$ cat config.mk
export PLATFORM = sky130hd
export DESIGN_NAME = layers_sched
export DESIGN_NICKNAME = d
export VERILOG_FILES = /design/src/rtl/layers_sched.sv
export SDC_FILE = /design/constraint.sdc
export NUM_CORES = 1
export LEC_CHECK = 0
export ABC_AREA = 0
export ABC_CLOCK_PERIOD_IN_PS = 6140
export BUFFER_PORTS_ARGS = -buffer_cell sky130_fd_sc_hd__buf_4
export CAP_MARGIN = 20
export CORE_AREA = 2 2 267 269
export CTS_CLUSTER_SIZE = 25
export DETAILED_ROUTE_END_ITERATION = 12
export DIE_AREA = 0 0 269 271
export SLEW_MARGIN = 20
export SYNTH_ARGS = -nofsm -noshare
export SYNTH_HDL_FRONTEND = slang
export SYNTH_SLANG_ARGS = --single-unit
$ cat constraint.sdc
create_clock -name clk -period 6.14 [get_ports clk]
set_input_delay 0.614 -clock clk [delete_from_list [all_inputs] [get_ports clk]]
set_output_delay 0.614 -clock clk [all_outputs]
set_load 0.02 [all_outputs]
$ cat src/rtl/layers_sched.sv
// Job sequencer for the layers datapath: gates the image stream, marks MAC window ends,
// counts pooled results to the sink and pulses done when the job completes.
module layers_sched #(
  parameter int CFG_DWIDTH  = 32,
  parameter int CFG_AWIDTH  = 5,
  parameter int DEPTH_NB    = 16,
  parameter int GROUP_NB    = 4,
  parameter int IMG_WIDTH   = 16,
  parameter int ADDR_LEN    = 8,
  parameter int ADDR_PIX    = 9,
  parameter int ADDR_CTRL   = 10,
  parameter int ADDR_LAYERS = 4
) (
  input  logic                          clk,
  input  logic                          rst,
  input  logic [CFG_DWIDTH-1:0]         cfg_data,
  input  logic [CFG_AWIDTH-1:0]         cfg_addr,
  input  logic                          cfg_valid,
  input  logic [GROUP_NB*IMG_WIDTH-1:0] up_data,
  input  logic                          up_val,
  output logic                          up_rdy,
  output logic [GROUP_NB*IMG_WIDTH-1:0] lyr_image,
  output logic                          lyr_last,
  output logic                          lyr_val,
  input  logic                          lyr_rdy,
  input  logic [IMG_WIDTH*DEPTH_NB-1:0] lyr_result,
  input  logic                          lyr_res_val,
  output logic                          lyr_res_rdy,
  output logic [IMG_WIDTH*DEPTH_NB-1:0] dn_data,
  output logic                          dn_last,
  output logic                          dn_val,
  input  logic                          dn_rdy,
  output logic                          busy,
  output logic                          done
);

  typedef enum logic [1:0] {S_IDLE, S_RUN, S_DRAIN} state_t;

  state_t      r_state, w_next;
  logic [15:0] r_len_stg, r_pix_stg, r_len, r_pix, r_beat_cnt, r_res_cnt;
  logic [7:0]  r_pool_stg;
  logic [23:0] r_win_total, r_win_cnt, w_win_total;
  logic [8:0]  w_pool_p1;
  logic        r_done, w_done_nxt;
  logic        w_ctrl, w_start, w_abort, w_go, w_active;
  logic        w_in_hs, w_res_hs, w_beat_last, w_win_last, w_res_last;
  logic        w_unused_bits;

  function automatic logic [15:0] clamp_len(input logic [15:0] len);
    return (len == 16'd0) ? 16'd1 : len;
  endfunction

  assign w_ctrl      = cfg_valid && (cfg_addr == CFG_AWIDTH'(ADDR_CTRL));
  assign w_start     = w_ctrl && cfg_data[0];
  assign w_abort     = w_ctrl && cfg_data[1];
  assign w_go        = w_start && !w_abort && (r_state == S_IDLE);
  assign w_active    = (r_state == S_RUN) || (r_state == S_DRAIN);
  assign w_pool_p1   = {1'b0, r_pool_stg} + 9'd1;
  assign w_win_total = {8'b0, r_pix_stg} * {15'b0, w_pool_p1};
  assign w_beat_last = (r_beat_cnt == r_len - 16'd1);
  assign w_win_last  = (r_win_cnt == r_win_total - 24'd1);
  assign w_res_last  = (r_res_cnt == r_pix - 16'd1);
  assign w_unused_bits = ^cfg_data[CFG_DWIDTH-1:16];

  assign lyr_image = up_data;
  assign dn_data   = lyr_result;
  assign busy      = w_active;
  assign done      = r_done;

  // Staging regs follow the cfg bus; shadow regs are frozen at job start
  always_ff @(posedge clk) begin
    if (rst) begin
      r_len_stg   <= 16'd1;
      r_pix_stg   <= 16'd0;
      r_pool_stg  <= 8'd0;
      r_len       <= 16'd1;
      r_pix       <= 16'd0;
      r_win_total <= 24'd0;
    end else begin
      if (cfg_valid && cfg_addr == CFG_AWIDTH'(ADDR_LEN))    r_len_stg  <= cfg_data[15:0];
      if (cfg_valid && cfg_addr == CFG_AWIDTH'(ADDR_PIX))    r_pix_stg  <= cfg_data[15:0];
      if (cfg_valid && cfg_addr == CFG_AWIDTH'(ADDR_LAYERS)) r_pool_stg <= cfg_data[15:8];
      if (w_go) begin
        r_len       <= clamp_len(r_len_stg);
        r_pix       <= r_pix_stg;
        r_win_total <= w_win_total;
      end
    end
  end

  always_ff @(posedge clk) begin
    if (rst) begin
      r_state <= S_IDLE;
      r_done  <= 1'b0;
    end else begin
      r_state <= w_next;
      r_done  <= w_done_nxt;
    end
  end

  always_comb begin
    w_next      = r_state;
    w_done_nxt  = 1'b0;
    up_rdy      = 1'b0;
    lyr_val     = 1'b0;
    lyr_last    = 1'b0;
    lyr_res_rdy = 1'b0;
    dn_val      = 1'b0;
    dn_last     = 1'b0;
    w_in_hs     = 1'b0;
    w_res_hs    = 1'b0;
    case (r_state)
      S_IDLE: begin
        if (w_go) begin
          if (r_pix_stg != 16'd0) w_next = S_RUN;
          else                    w_done_nxt = 1'b1;
        end
      end
      S_RUN: begin
        up_rdy   = lyr_rdy;
        lyr_val  = up_val;
        lyr_last = w_beat_last;
        w_in_hs  = up_val && lyr_rdy;
        if (w_in_hs && w_beat_last && w_win_last) w_next = S_DRAIN;
      end
      S_DRAIN: ;
      default: w_next = S_IDLE;
    endcase
    // Final result completes the job even if it arrives with the last input beat
    if (w_active) begin
      lyr_res_rdy = dn_rdy;
      dn_val      = lyr_res_val;
      dn_last     = w_res_last;
      w_res_hs    = lyr_res_val && dn_rdy;
      if (w_res_hs && w_res_last) begin
        w_next     = S_IDLE;
        w_done_nxt = 1'b1;
      end
    end
    if (w_abort) begin
      w_next     = S_IDLE;
      w_done_nxt = 1'b0;
    end
  end

  always_ff @(posedge clk) begin
    if (rst || w_next == S_IDLE) begin
      r_beat_cnt <= 16'd0;
      r_win_cnt  <= 24'd0;
      r_res_cnt  <= 16'd0;
    end else begin
      if (w_in_hs) begin
        if (w_beat_last) begin
          r_beat_cnt <= 16'd0;
          r_win_cnt  <= r_win_cnt + 24'd1;
        end else begin
          r_beat_cnt <= r_beat_cnt + 16'd1;
        end
      end
      if (w_res_hs) r_res_cnt <= r_res_cnt + 16'd1;
    end
  end

endmodule

Yosys cells after proc, flatten, opt, wreduce, memory -nomap -nowiden
Index checks and enable logic that the tools add are counted.
{"block": "op_classes", "n_addsub": 7, "n_eq_ne": 9, "reduce_logical": 22, "multipliers": 1, "muxes": 22}
{"cell": "adder 16 x 1 -> 16 bit, second input constant", "n": 2}
{"cell": "equality test 16 bit", "n": 2}
{"cell": "two-way mux 16 bit", "n": 2}
{"cell": "subtractor 16 x 1 -> 16 bit, second input constant", "n": 2}
{"cell": "adder 24 x 1 -> 24 bit, second input constant", "n": 1}
{"cell": "equality test 24 bit", "n": 1}
{"cell": "multiplier 16 x 9 -> 24 bit", "n": 1}
{"cell": "subtractor 24 x 1 -> 24 bit, second input constant", "n": 1}
{"cell": "logical NOT 16 bit", "n": 1}
{"cell": "nonzero test 16 bit", "n": 1}
{"cell": "equality test 5 x 4 -> 1 bit, second input constant", "n": 3}
{"cell": "logical AND 1 bit", "n": 13}
{"cell": "two-way mux 1 bit", "n": 13}
{"cell": "two-way mux 2 bit", "n": 6}
{"cell": "adder 8 x 1 -> 9 bit, second input constant", "n": 1}
{"cell": "one-hot mux 2 bit (3 select lines)", "n": 1}
{"cell": "equality test 5 x 3 -> 1 bit, second input constant", "n": 1}
{"cell": "logical NOT 2 bit", "n": 2}
{"cell": "equality test 2 x 1 -> 1 bit, second input constant", "n": 1}
{"cell": "equality test 2 bit, second input constant", "n": 1}
{"cell": "logical OR 1 bit", "n": 2}
{"cell": "AND reduction 2 bit", "n": 1}
{"cell": "OR reduction 2 bit", "n": 1}
{"cell": "logical NOT 1 bit", "n": 1}
{"block": "totals", "ff_bits": 155, "word_cells": 72}

Longest topological paths before layout
Gate-level depths: netlist of the first run.
{"block": "logic_depth", "ltp_word": 13, "depth_mapped": 23}

Least setup slack after synthesis of the first run
No wires, ideal clock.
{"block": "synth_path", "path_type": "register to register", "start": "register r_pool_stg[0]", "end": "register r_win_total[22]", "n_path_buf": 1, "slack_ps": -108, "path_stages_with_launch": 22, "setup_time_ps": 59, "synth_period_minus_slack_ps": 6248, "required_time_ps": 6081, "t_arrival_ps": 6189, "cell_sequence": "dfxtp_1 > ha_1 > nand3_1 > nor2_1 > xor2_1 > clkbuf_1 > and2_1 > fa_1 > fa_1 > fa_1 > inv_1 > fa_1 > inv_1 > ha_1 > a21o_1 > a21o_1 > a2111oi_0 > nor3_1 > a2111oi_0 > o31ai_1 > a2111oi_0 > o21ba_1"}
{"block": "synth_via", "elab_chain_cells": 2}
{"element": "start, declared", "line": "41", "rtl": "logic [7:0] r_pool_stg;"}
{"element": "start signal, assigned", "line": "82", "rtl": "if (cfg_valid && cfg_addr == CFG_AWIDTH'(ADDR_LAYERS)) r_pool_stg <= cfg_data[15:8];"}
{"element": "adder 8 x 1 -> 9 bit", "line": "58", "rtl": "assign w_pool_p1 = {1'b0, r_pool_stg} + 9'd1;"}
{"element": "multiplier 16 x 9 -> 24 bit", "line": "59", "rtl": "assign w_win_total = {8'b0, r_pix_stg} * {15'b0, w_pool_p1};"}
{"element": "end signal, assigned", "line": "86", "rtl": "r_win_total <= w_win_total;"}
{"element": "end, declared", "line": "42", "rtl": "logic [23:0] r_win_total, r_win_cnt, w_win_total;"}
Every way passes these cells.
A chain may end at the register's enable or synchronous reset.

Final worst setup path of the first run
Ends and elaborated chain as after synthesis.

==> flow_metrics.env, run 1 <==
export IMPL_async_reset_ff_share_pct=0
export IMPL_grt_max_degree=57
export IMPL_cp_data_required_time_ns=6.52
export IMPL_final_util_pct=21.1
export IMPL_dp_hpwl_um=31900
export IMPL_placedCellCount=2489
export IMPL_syn_to_final_growth_pct=-2.12
export IMPL_place_port_buffers=35
export IMPL_slowest_stage="fa_1"
export IMPL_die_h_um=271
export IMPL_synth_flop_cell="dfxtp_1"
export IMPL_synthDistinctLibCells=67
export IMPL_dp_slack_ns=0.164
export IMPL_path_max_fanout=10
export IMPL_hold_path_class="input pin to register"
export IMPL_synth_cells=1874
export IMPL_worstReg2RegEnd="r_win_total[22]"
export IMPL_cp_endpoint="r_win_total[22]"
export IMPL_status="completed"
export IMPL_postCtsSetupBuffers=0
export IMPL_insertion_delay_ns=0.44
export IMPL_cts_tree="built"
export IMPL_htreeDepth=4
export IMPL_grt_setup_unrepaired="false"
export IMPL_avgSynthCellArea_sq_um=8.02
export IMPL_cp_slowest_stage_delay_ns=0.55
export IMPL_place_congestion=0.825
export IMPL_num_vias=10900
export IMPL_regToRegSetupSlack_ns=0.34
export IMPL_grt_antenna_before_repair=1
export IMPL_ys_ff_latch=155
export IMPL_wl_per_cell_um=15.9
export IMPL_nets=2084
export IMPL_die_x_um=269
export IMPL_total_power_uw=2200
export IMPL_fin_crit_sh_pct=94.5
export IMPL_worstSetupPathDepth=21
export IMPL_critPathTopFamily="adder cells"
export IMPL_synth_area_sq_um=15000
export IMPL_cts_buffers=17
export IMPL_grt_util_all_layers_pct=10.9
export IMPL_path_cells="ha_1 -> nand3_1 -> nor2_2 -> xor2_1 -> buf_4 -> buf_4 -> and2_1 -> fa_1 -> fa_1 -> fa_1 -> inv_1 -> fa_1 -> inv_1 -> ha_1 -> a21o_1 -> a2111oi_2 -> nor3_1 -> a2111oi_2 -> o31ai_1 -> a2111oi_0 -> o21ba_1"
export IMPL_routed_wl_um=40200
export IMPL_die_area_sq_um=72900
export IMPL_setup_viol=0
export IMPL_cp_common_cell="fa_1"
export IMPL_synth_edf_count=0
export IMPL_ir_worst_vdd_v=0.000180
export IMPL_finalMaxSlewViolations=0
export IMPL_layout_min_cycle_time_ns=5.80
export IMPL_maxCapViolCount=0
export IMPL_clock_sinks=155
export IMPL_p_leak_uw=0.00596
export IMPL_clock_skew_ns=0.0100
export IMPL_arrival_ns=6.18
export IMPL_grt_pass1_wl_um=62300
export IMPL_timing_setup_critical_path_class="register to register"
export IMPL_hold_buffers=0
export IMPL_synth_yosys_seq_area_share_pct=20.6
export IMPL_cellPowerDensity_nw_per_um2=150
export IMPL_cp_num_buf_inv=4
export IMPL_setup_tns_final_ns=0
export IMPL_fin_ws_ns=0.340
export IMPL_insertedDiodeCount=0
export IMPL_core_area_sq_um=69800
export IMPL_grt_overflow=0
export IMPL_tightestPinTransition_ns=0.915
export IMPL_final_cell_mix="nand2_1 (232), dfxtp_1 (155), inv_1 (135)"
export IMPL_r2r_cells=21
export IMPL_r2r_start="r_pool_stg[0]"
export IMPL_fmax_mhz=172
export IMPL_cp_start_kind="register"
export IMPL_vias_per_cell=4.31
export IMPL_yosysWarnings=0
export IMPL_detail_route_antenna_nets=0
export IMPL_initial_core_util_pct=21.5
export IMPL_cts_max_path_buffers=2
export IMPL_drtIter0Drc=666
export IMPL_root_buffer="clkbuf_16"
export IMPL_io_pins=692
export IMPL_end_kind="register"
export IMPL_nFillCells=7735
export IMPL_grt_pass1_vias=10700
export IMPL_slew_headroom_pct=38.5
export IMPL_final_common_cell="nand2_1"
export IMPL_clk_pin_slew_ns=0.06
export IMPL_drc=0
export IMPL_num_rows=97
export IMPL_hold_viol=0
export IMPL_crit_path_start="r_pool_stg[0]"
export IMPL_drive_gt1_share_pct=9.05
export IMPL_fin_cells=2520
export IMPL_synth_fp_nets=2390
export IMPL_drt_pass1_iter_count=5
[worst min-delay path: stages]
cell,delay [ns]
buf_4,0.09
mux2i_1,0.06
nor2_1,0.07
[cells by family after synthesis]
group | Yosys count | synth area share [%]
and+or+nand+nor | 666 | 22.0
buffers and inverters | 534 | 21.6
adders and majority gates | 152 | 17.5
xor gates and xnor gates | 142 | 8.27
DFF | 155 | 20.6
muxes | 28 | 1.86
AOI/OAI and AO/OA | 197 | 8.10
[sequential cells by signal (all words and copies together), names as in the netlist]
register	count
r_beat_cnt	16
done	1
r_state	2
r_win_cnt	24
r_pix	16
r_res_cnt	16
r_len	16
r_pix_stg	16
r_pool_stg	8
r_win_total	24
r_len_stg	16
[power breakdown]
part	switching, uW	total (uW)	leakage, uW	internal [uW]
logic	42.2	66.2	0.00442	23.9
registers	3.15	1010	0.00125	1010
clock network	459	1120	0.000290	665
total	505	2200	0.00596	1700
[how the worst min path moves through the flow]
stage | slack [ns] | start | to | cells past startpoint
final | 0.44 | cfg_data[6] | r_pix_stg[6] | 3
after global routing | 0.44 | cfg_data[6] | r_pix_stg[6] | 3
after CTS | 0.43 | cfg_data[13] | r_pool_stg[5] | 3
after detailed placement | 0.47 | r_len_stg[10] | r_len_stg[10] | 2
after global placement | 0.46 | r_pix[15] | r_pix[15] | 2
after floorplan | 0.44 | r_len_stg[0] | r_len_stg[0] | 2
[cell usage after synthesis (all sizes together), types with 9 or more instances]
cell	n	area, sq um
and2	85	532
inv	135	507
mux2i	28	280
buf	332	2490
ha	54	676
dfxtp	155	3100
a21oi	98	490
nor2b	11	68.8
xor2	64	561
fa	98	1960
nand4	22	138
nand3	33	165
xnor2	78	683
nor4	20	125
nand2	232	871
nand3b	9	67.6
and3	22	138
nor2	133	529
nor3	40	235
clkbuf	67	251
o21ai	21	105
a31oi	13	87.6
nand2b	16	100
[area by class of cell]
class	count	area, sq um	area share (%)
sequential	155	3100	21.1
inverter	135	507	3.44
multi-input combinational	1185	8740	59.4
clock buffer	19	453	3.08
clock inverter	12	163	1.11
timing repair buffer	74	581	3.94
tap	940	1180	7.99
[routing by layer]
metal  global-route usage [%]  vias to the layer above  part of all wire (%)
li1                         -                     5131                     -
met1                     14.8                     5142                    46
met2                     14.8                      492                    40
met3                     5.37                       88                    11
met4                     3.25                       12                   2.2
met5                     2.16                        -                  0.52
[stage by stage]
step                      hold WS (ns)  instance area, sq um
after floorplan                  0.442                 15000
after global placement           0.459                 14100
after detailed placement         0.469                 14100
after CTS                        0.427                 14700
after global routing             0.435                 14700
final                            0.441                 14700
[timing repair]
action | 4_1_cts | 5_1_grt
gates resized for setup | 0 | 5
setup endpoints to repair | 0 | 4
hold endpoints to repair | 0 | 0
Power figures use the tool's default switching activity.
==> inputs of run 2 (changes only) <==
- ABC_CLOCK_PERIOD_IN_PS: 6140 -> 7200
- CORE_AREA: 2 2 267 269 -> 2 2 266 268
- DIE_AREA: 0 0 269 271 -> 0 0 268 270
- clock period: 6.14 -> 7.2 ns (I/O delays scaled with it)
==> run 2 against run 1 <==
- count of clock-buffer cells in the layout fell by 2
- sequential cell count did not move
- final cell count fell by 0.75%
- routed wire length fell by 2.9%
- utilization fell by 0.33 points
- total power fell by 20%
- clock skew rose by 0.0020 ns
- via count fell by 0.69%
- highest routed layer unchanged
- non-clock buffer count fell by 21
- register-to-register slack improved by 0.37 ns
- sequential power fell by 15%
- sequential share of layout area rose by 0.41 points
==> flow_metrics.env, run 2 (synthesized netlist as in run 1, its figures left out) <==
export IMPL_status="completed"
export IMPL_grt_pass1_wl_um=60300
export IMPL_fin_crit_sh_pct=90.1
export IMPL_hold_end="r_pix[15]"
export IMPL_drc=0
export IMPL_end_kind="register"
export IMPL_seqCellArea_sq_um=3100
export IMPL_tightestPinTransition_ns=1.02
export IMPL_root_buffer="clkbuf_16"
export IMPL_maxCapViolCount=0
export IMPL_vias_per_cell=4.31
export IMPL_place_port_buffers=35
export IMPL_htreeDepth=4
export IMPL_cp_start_kind="register"
export IMPL_slew_headroom_pct=32.0
export IMPL_place_congestion=0.813
export IMPL_grt_setup_unrepaired="false"
export IMPL_num_vias=10800
export IMPL_cts_buffers=17
export IMPL_p_leak_uw=0.00580
export IMPL_crit_path_start="r_pool_stg[1]"
export IMPL_final_cell_mix="nand2_1 (232), dfxtp_1 (155), inv_1 (135)"
export IMPL_grt_antenna_before_repair=0
export IMPL_wl_per_cell_um=15.6
export IMPL_clk_pin_slew_ns=0.07
export IMPL_hold_path_startpoint="r_pix[15]"
export IMPL_num_rows=97
export IMPL_drive_gt1_share_pct=7.50
export IMPL_fmax_mhz=154
export IMPL_path_max_fanout=9
export IMPL_hold_depth=2
export IMPL_io_pins=692
export IMPL_core_area_sq_um=69500
export IMPL_insertion_delay_ns=0.44
export IMPL_worstReg2RegEnd="r_win_total[22]"
export IMPL_r2r_cells=21
export IMPL_hold_viol=0
export IMPL_cts_max_path_buffers=2
export IMPL_die_h_um=270
export IMPL_syn_to_final_growth_pct=-3.99
export IMPL_layout_min_cycle_time_ns=6.49
export IMPL_dp_hpwl_um=30600
export IMPL_grt_util_all_layers_pct=10.7
export IMPL_arrival_ns=6.88
export IMPL_nFillCells=7727
export IMPL_cp_data_required_time_ns=7.59
export IMPL_hold_buffers=0
export IMPL_hold_path_class="register to register"
export IMPL_final_common_cell="nand2_1"
export IMPL_cellPowerDensity_nw_per_um2=121
export IMPL_drtIter0Drc=695
export IMPL_placed_area_sq_um=13900
export IMPL_clock_skew_ns=0.0121
export IMPL_finalInstanceArea_sq_um=14400
export IMPL_grt_overflow=0
export IMPL_timing_setup_critical_path_class="register to register"
export IMPL_initial_core_util_pct=21.6
export IMPL_routed_wl_um=39000
export IMPL_grt_max_degree=98
export IMPL_nets=2063
export IMPL_cts_tree="built"
export IMPL_finalMaxSlewViolations=0
export IMPL_multi_input_area_sq_um=8700
export IMPL_postCtsSetupBuffers=0
export IMPL_post_cts_resized=0
export IMPL_grt_pass1_vias=10400
export IMPL_setup_viol=0
export IMPL_die_area_sq_um=72400
export IMPL_drt_pass1_iter_count=5
export IMPL_r2r_start="r_pool_stg[1]"
export IMPL_die_x_um=268
export IMPL_detail_route_antenna_nets=0
export IMPL_ir_worst_vdd_v=0.000136
export IMPL_reg_largest_list="r_win_cnt x24, r_win_total x24"
export IMPL_regToRegSetupSlack_ns=0.71
export IMPL_setup_tns_final_ns=0
export IMPL_clock_sinks=155
-- run 2: changes by cell type in the layout (fill, tap and decap cells not counted), moves of 2 or more --
cell	delta
buf_12	-2
clkinv_4	+5
buf_4	-20
a2111oi_0	+2
bufinv_16	-3
a2111oi_2	-2
clkbuf_8	-2
-- run 2: worst max path at each step --
stage | to | cells past startpoint | slack (ns)
2_1_floorplan | r_win_total[22] | 21 | 0.95
3_3_place_gp | r_win_total[22] | 21 | 0.74
3_5_place_dp | r_win_total[22] | 21 | 0.73
4_1_cts | r_win_total[22] | 21 | 0.69
5_1_grt | r_win_total[22] | 21 | 0.39
6_report | r_win_total[22] | 21 | 0.71
-- run 2: power by group --
group | internal [uW] | switching (uW) | leakage, uW | total, uW
Sequential | 859 | 4.15 | 0.00125 | 863
Clock | 444 | 390 | 0.000252 | 834
Combinational | 19.2 | 33.9 | 0.00430 | 53.1
Total | 1320 | 428 | 0.00580 | 1750
-- run 2: layer usage --
metal	track usage, %	routed length (um)	vias to the layer above	share of wire (%)
li1	-	-	5102	-
met1	14.3	18100	5099	46
met2	14.5	15700	490	40
met3	5.23	4040	95	10
met4	3.56	1060	4	2.7
met5	0.743	63	-	0.16
-- run 2: worst max-delay path: stages, from the launching register on --
cell	delay, ns
dfxtp_1	0.37
ha_1	0.20
nand3_1	0.12
nor2_1	0.19
xor2_1	0.60
and2_1	0.25
fa_1	0.42
fa_1	0.52
fa_1	0.54
inv_1	0.05
fa_1	0.52
inv_1	0.04
ha_1	0.34
a21o_1	0.17
a21o_1	0.21
a2111oi_0	0.41
nor3_1	0.12
a2111oi_0	0.46
buf_4	0.20
o31ai_1	0.10
a2111oi_0	0.43
o21ba_1	0.16
-- run 2: layout make-up --
type / instances / area share (%)
antenna: 1 / 0.0173
clock buffer: 17 / 2.95
clock inverter: 15 / 0.815
inverter: 135 / 3.51
multi-input combinational: 1185 / 60.3
sequential: 155 / 21.5
tap: 940 / 8.15
timing repair buffer: 53 / 2.81
-- run 2: metrics by stage --
stage,cells,hold slack [ns],total power [uW],setup WS (ns),utilization [%]
global route,2500,0.496,1810,0.391,20.8
detailed placement,2468,0.458,936,0.725,20.0
global placement,2467,0.460,936,0.742,20.0
CTS,2500,0.467,1770,0.694,20.8
floorplan,1874,0.442,1160,0.952,-
finish,2501,0.466,1750,0.711,20.8
==> inputs of run 3 (changes only) <==
- CELL_PAD_IN_SITES_DETAIL_PLACEMENT: unset -> 1
- CELL_PAD_IN_SITES_GLOBAL_PLACEMENT: unset -> 1
- CORE_AREA: 2 2 266 268 -> 2 2 267 269
- DIE_AREA: 0 0 268 270 -> 0 0 269 271
- PLACE_DENSITY_LB_ADDON: unset -> 0.1
==> run 3 against run 2 <==
- combinational power grew 4.9%
- design area is 0.23% higher
- total power grew 3.4%
- register-to-register slack better by 0.08 ns
- final cell count is 0.16% higher
- first-iteration DRC count down 36%
- sequential power barely moved
- critical path depth unchanged
- non-clock buffer count up 5
- global-route usage increased by 2.9 points
- routed wire length up 26%
- count of clock-buffer cells in the layout grew 6
==> flow_metrics.env, run 3 (synthesized netlist as in run 1, its figures left out) <==
export IMPL_placed_area_sq_um=13900
export IMPL_post_cts_resized=0
export IMPL_grt_antenna_before_repair=1
export IMPL_ir_worst_vdd_v=0.000154
export IMPL_clk_pin_slew_ns=0.06
export IMPL_cts_tree="built"
export IMPL_io_pins=692
export IMPL_total_power_uw=1810
export IMPL_layout_min_cycle_time_ns=6.41
export IMPL_path_max_fanout=7
export IMPL_maxCapViolCount=0
export IMPL_grt_setup_unrepaired="false"
export IMPL_place_port_buffers=35
export IMPL_detail_route_antenna_nets=0
export IMPL_end_kind="register"
export IMPL_fin_crit_sh_pct=89.1
export IMPL_r2r_start="r_pool_stg[0]"
export IMPL_setup_viol=0
export IMPL_place_congestion=0.757
export IMPL_wl_per_cell_um=19.5
export IMPL_reg_largest_list="r_win_cnt x24, r_win_total x24"
export IMPL_num_rows=97
export IMPL_nets=2068
export IMPL_routed_wl_um=49000
export IMPL_vias_per_cell=4.27
export IMPL_tightestPinTransition_ns=0.932
export IMPL_postCtsSetupBuffers=0
export IMPL_clock_skew_ns=0.0103
export IMPL_htreeDepth=4
export IMPL_hold_path_startpoint="r_pix[15]"
export IMPL_syn_to_final_growth_pct=-3.76
export IMPL_drtIter0Drc=442
export IMPL_setup_tns_final_ns=0
export IMPL_grt_util_all_layers_pct=13.5
export IMPL_status="completed"
export IMPL_finalInstanceArea_sq_um=14500
export IMPL_cp_start_kind="register"
export IMPL_drive_gt1_share_pct=7.41
export IMPL_initial_core_util_pct=21.5
export IMPL_root_buffer="clkbuf_16"
export IMPL_die_h_um=271
export IMPL_p_leak_uw=0.00584
export IMPL_cp_data_required_time_ns=7.62
export IMPL_grt_max_degree=78
export IMPL_cts_max_path_buffers=2
export IMPL_grt_overflow=0
export IMPL_grt_pass1_wl_um=74700
export IMPL_fin_ws_ns=0.787
export IMPL_clock_sinks=155
export IMPL_finalMaxSlewViolations=0
export IMPL_slew_headroom_pct=37.0
export IMPL_final_common_cell="nand2_1"
export IMPL_arrival_ns=6.83
export IMPL_seqCellArea_sq_um=3100
export IMPL_timing_setup_critical_path_class="register to register"
export IMPL_cellPowerDensity_nw_per_um2=125
export IMPL_crit_path_start="r_pool_stg[0]"
export IMPL_num_vias=10700
export IMPL_hold_buffers=0
export IMPL_cts_buffers=17
export IMPL_grt_pass1_vias=11200
export IMPL_hold_path_class="register to register"
export IMPL_dp_slack_ns=0.745
export IMPL_fmax_mhz=156
export IMPL_die_x_um=269
export IMPL_die_area_sq_um=72900
export IMPL_nFillCells=8234
export IMPL_insertedDiodeCount=0
export IMPL_dp_hpwl_um=39300
export IMPL_multi_input_area_sq_um=8710
export IMPL_insertion_delay_ns=0.47
export IMPL_core_area_sq_um=69800
export IMPL_hold_viol=0
export IMPL_final_cell_mix="nand2_1 (232), dfxtp_1 (155), inv_1 (135)"
export IMPL_drc=0
export IMPL_drt_pass1_iter_count=4
run 3: changes by cell type in the layout (fill, tap and decap cells not counted):
cell / previous run / this run
diode_2: 1 / 0
buf_8: 1 / 0
nor2b_2: 1 / 0
buf_4: 52 / 58
nor4bb_1: 2 / 1
nor4bb_2: 0 / 1
inv_6: 3 / 0
nor2b_1: 10 / 11
clkinv_2: 2 / 6
bufinv_16: 0 / 2
clkbuf_1: 0 / 6
clkinvlp_4: 5 / 1
clkinv_4: 5 / 0
run 3: power breakdown:
part	internal, uW	switching (uW)
clock network	505	386
logic	19.3	36.3
registers	859	4.08
run 3: layer usage:
metal	wire, um	up-vias	GRT usage [%]
li1	-	5096	-
met1	22200	5123	17.5
met2	20700	357	19.5
met3	4650	114	5.93
met4	1360	2	5.18
met5	51	-	1.08
run 3: worst max-delay path, stage by stage, from the launching register on:
cell and delay (ns):
dfxtp_1 0.39, ha_1 0.21, nand3_1 0.13, nor2_1 0.20
xor2_1 0.45, and2_1 0.24, fa_1 0.42, fa_1 0.52
fa_1 0.55, inv_1 0.05, fa_1 0.53, inv_1 0.05
ha_1 0.34, a21o_1 0.17, a21o_1 0.21, a2111oi_0 0.41
nor3_1 0.14, a2111oi_0 0.42, buf_4 0.19, o31ai_1 0.09
a2111oi_0 0.45, o21ba_1 0.17
run 3: cell type report:
class / instances / share of cell area [%]
multi-input combinational: 1185 / 60.2
sequential: 155 / 21.4
tap: 940 / 8.13
inverter: 135 / 3.50
clock buffer: 23 / 3.10
timing repair buffer: 58 / 3.01
clock inverter: 9 / 0.674
run 3: stage by stage:
step	cells	hold WS, ns	util [%]
global placement	2473	0.458	20.0
floorplan	1874	0.442	-
finish	2505	0.473	20.7
global route	2505	0.499	20.7
CTS	2505	0.460	20.7
detailed placement	2473	0.468	20.0
run 3: worst paths after layout:
kind | endpoint | slack [ns] | cells past startpoint
worst min-delay path | r_pix[15] | 0.47 | 2
worst min register to register | r_pix[15] | 0.47 | 2
worst max register to register | r_win_total[22] | 0.79 | 21
worst max-delay path | r_win_total[22] | 0.79 | 21
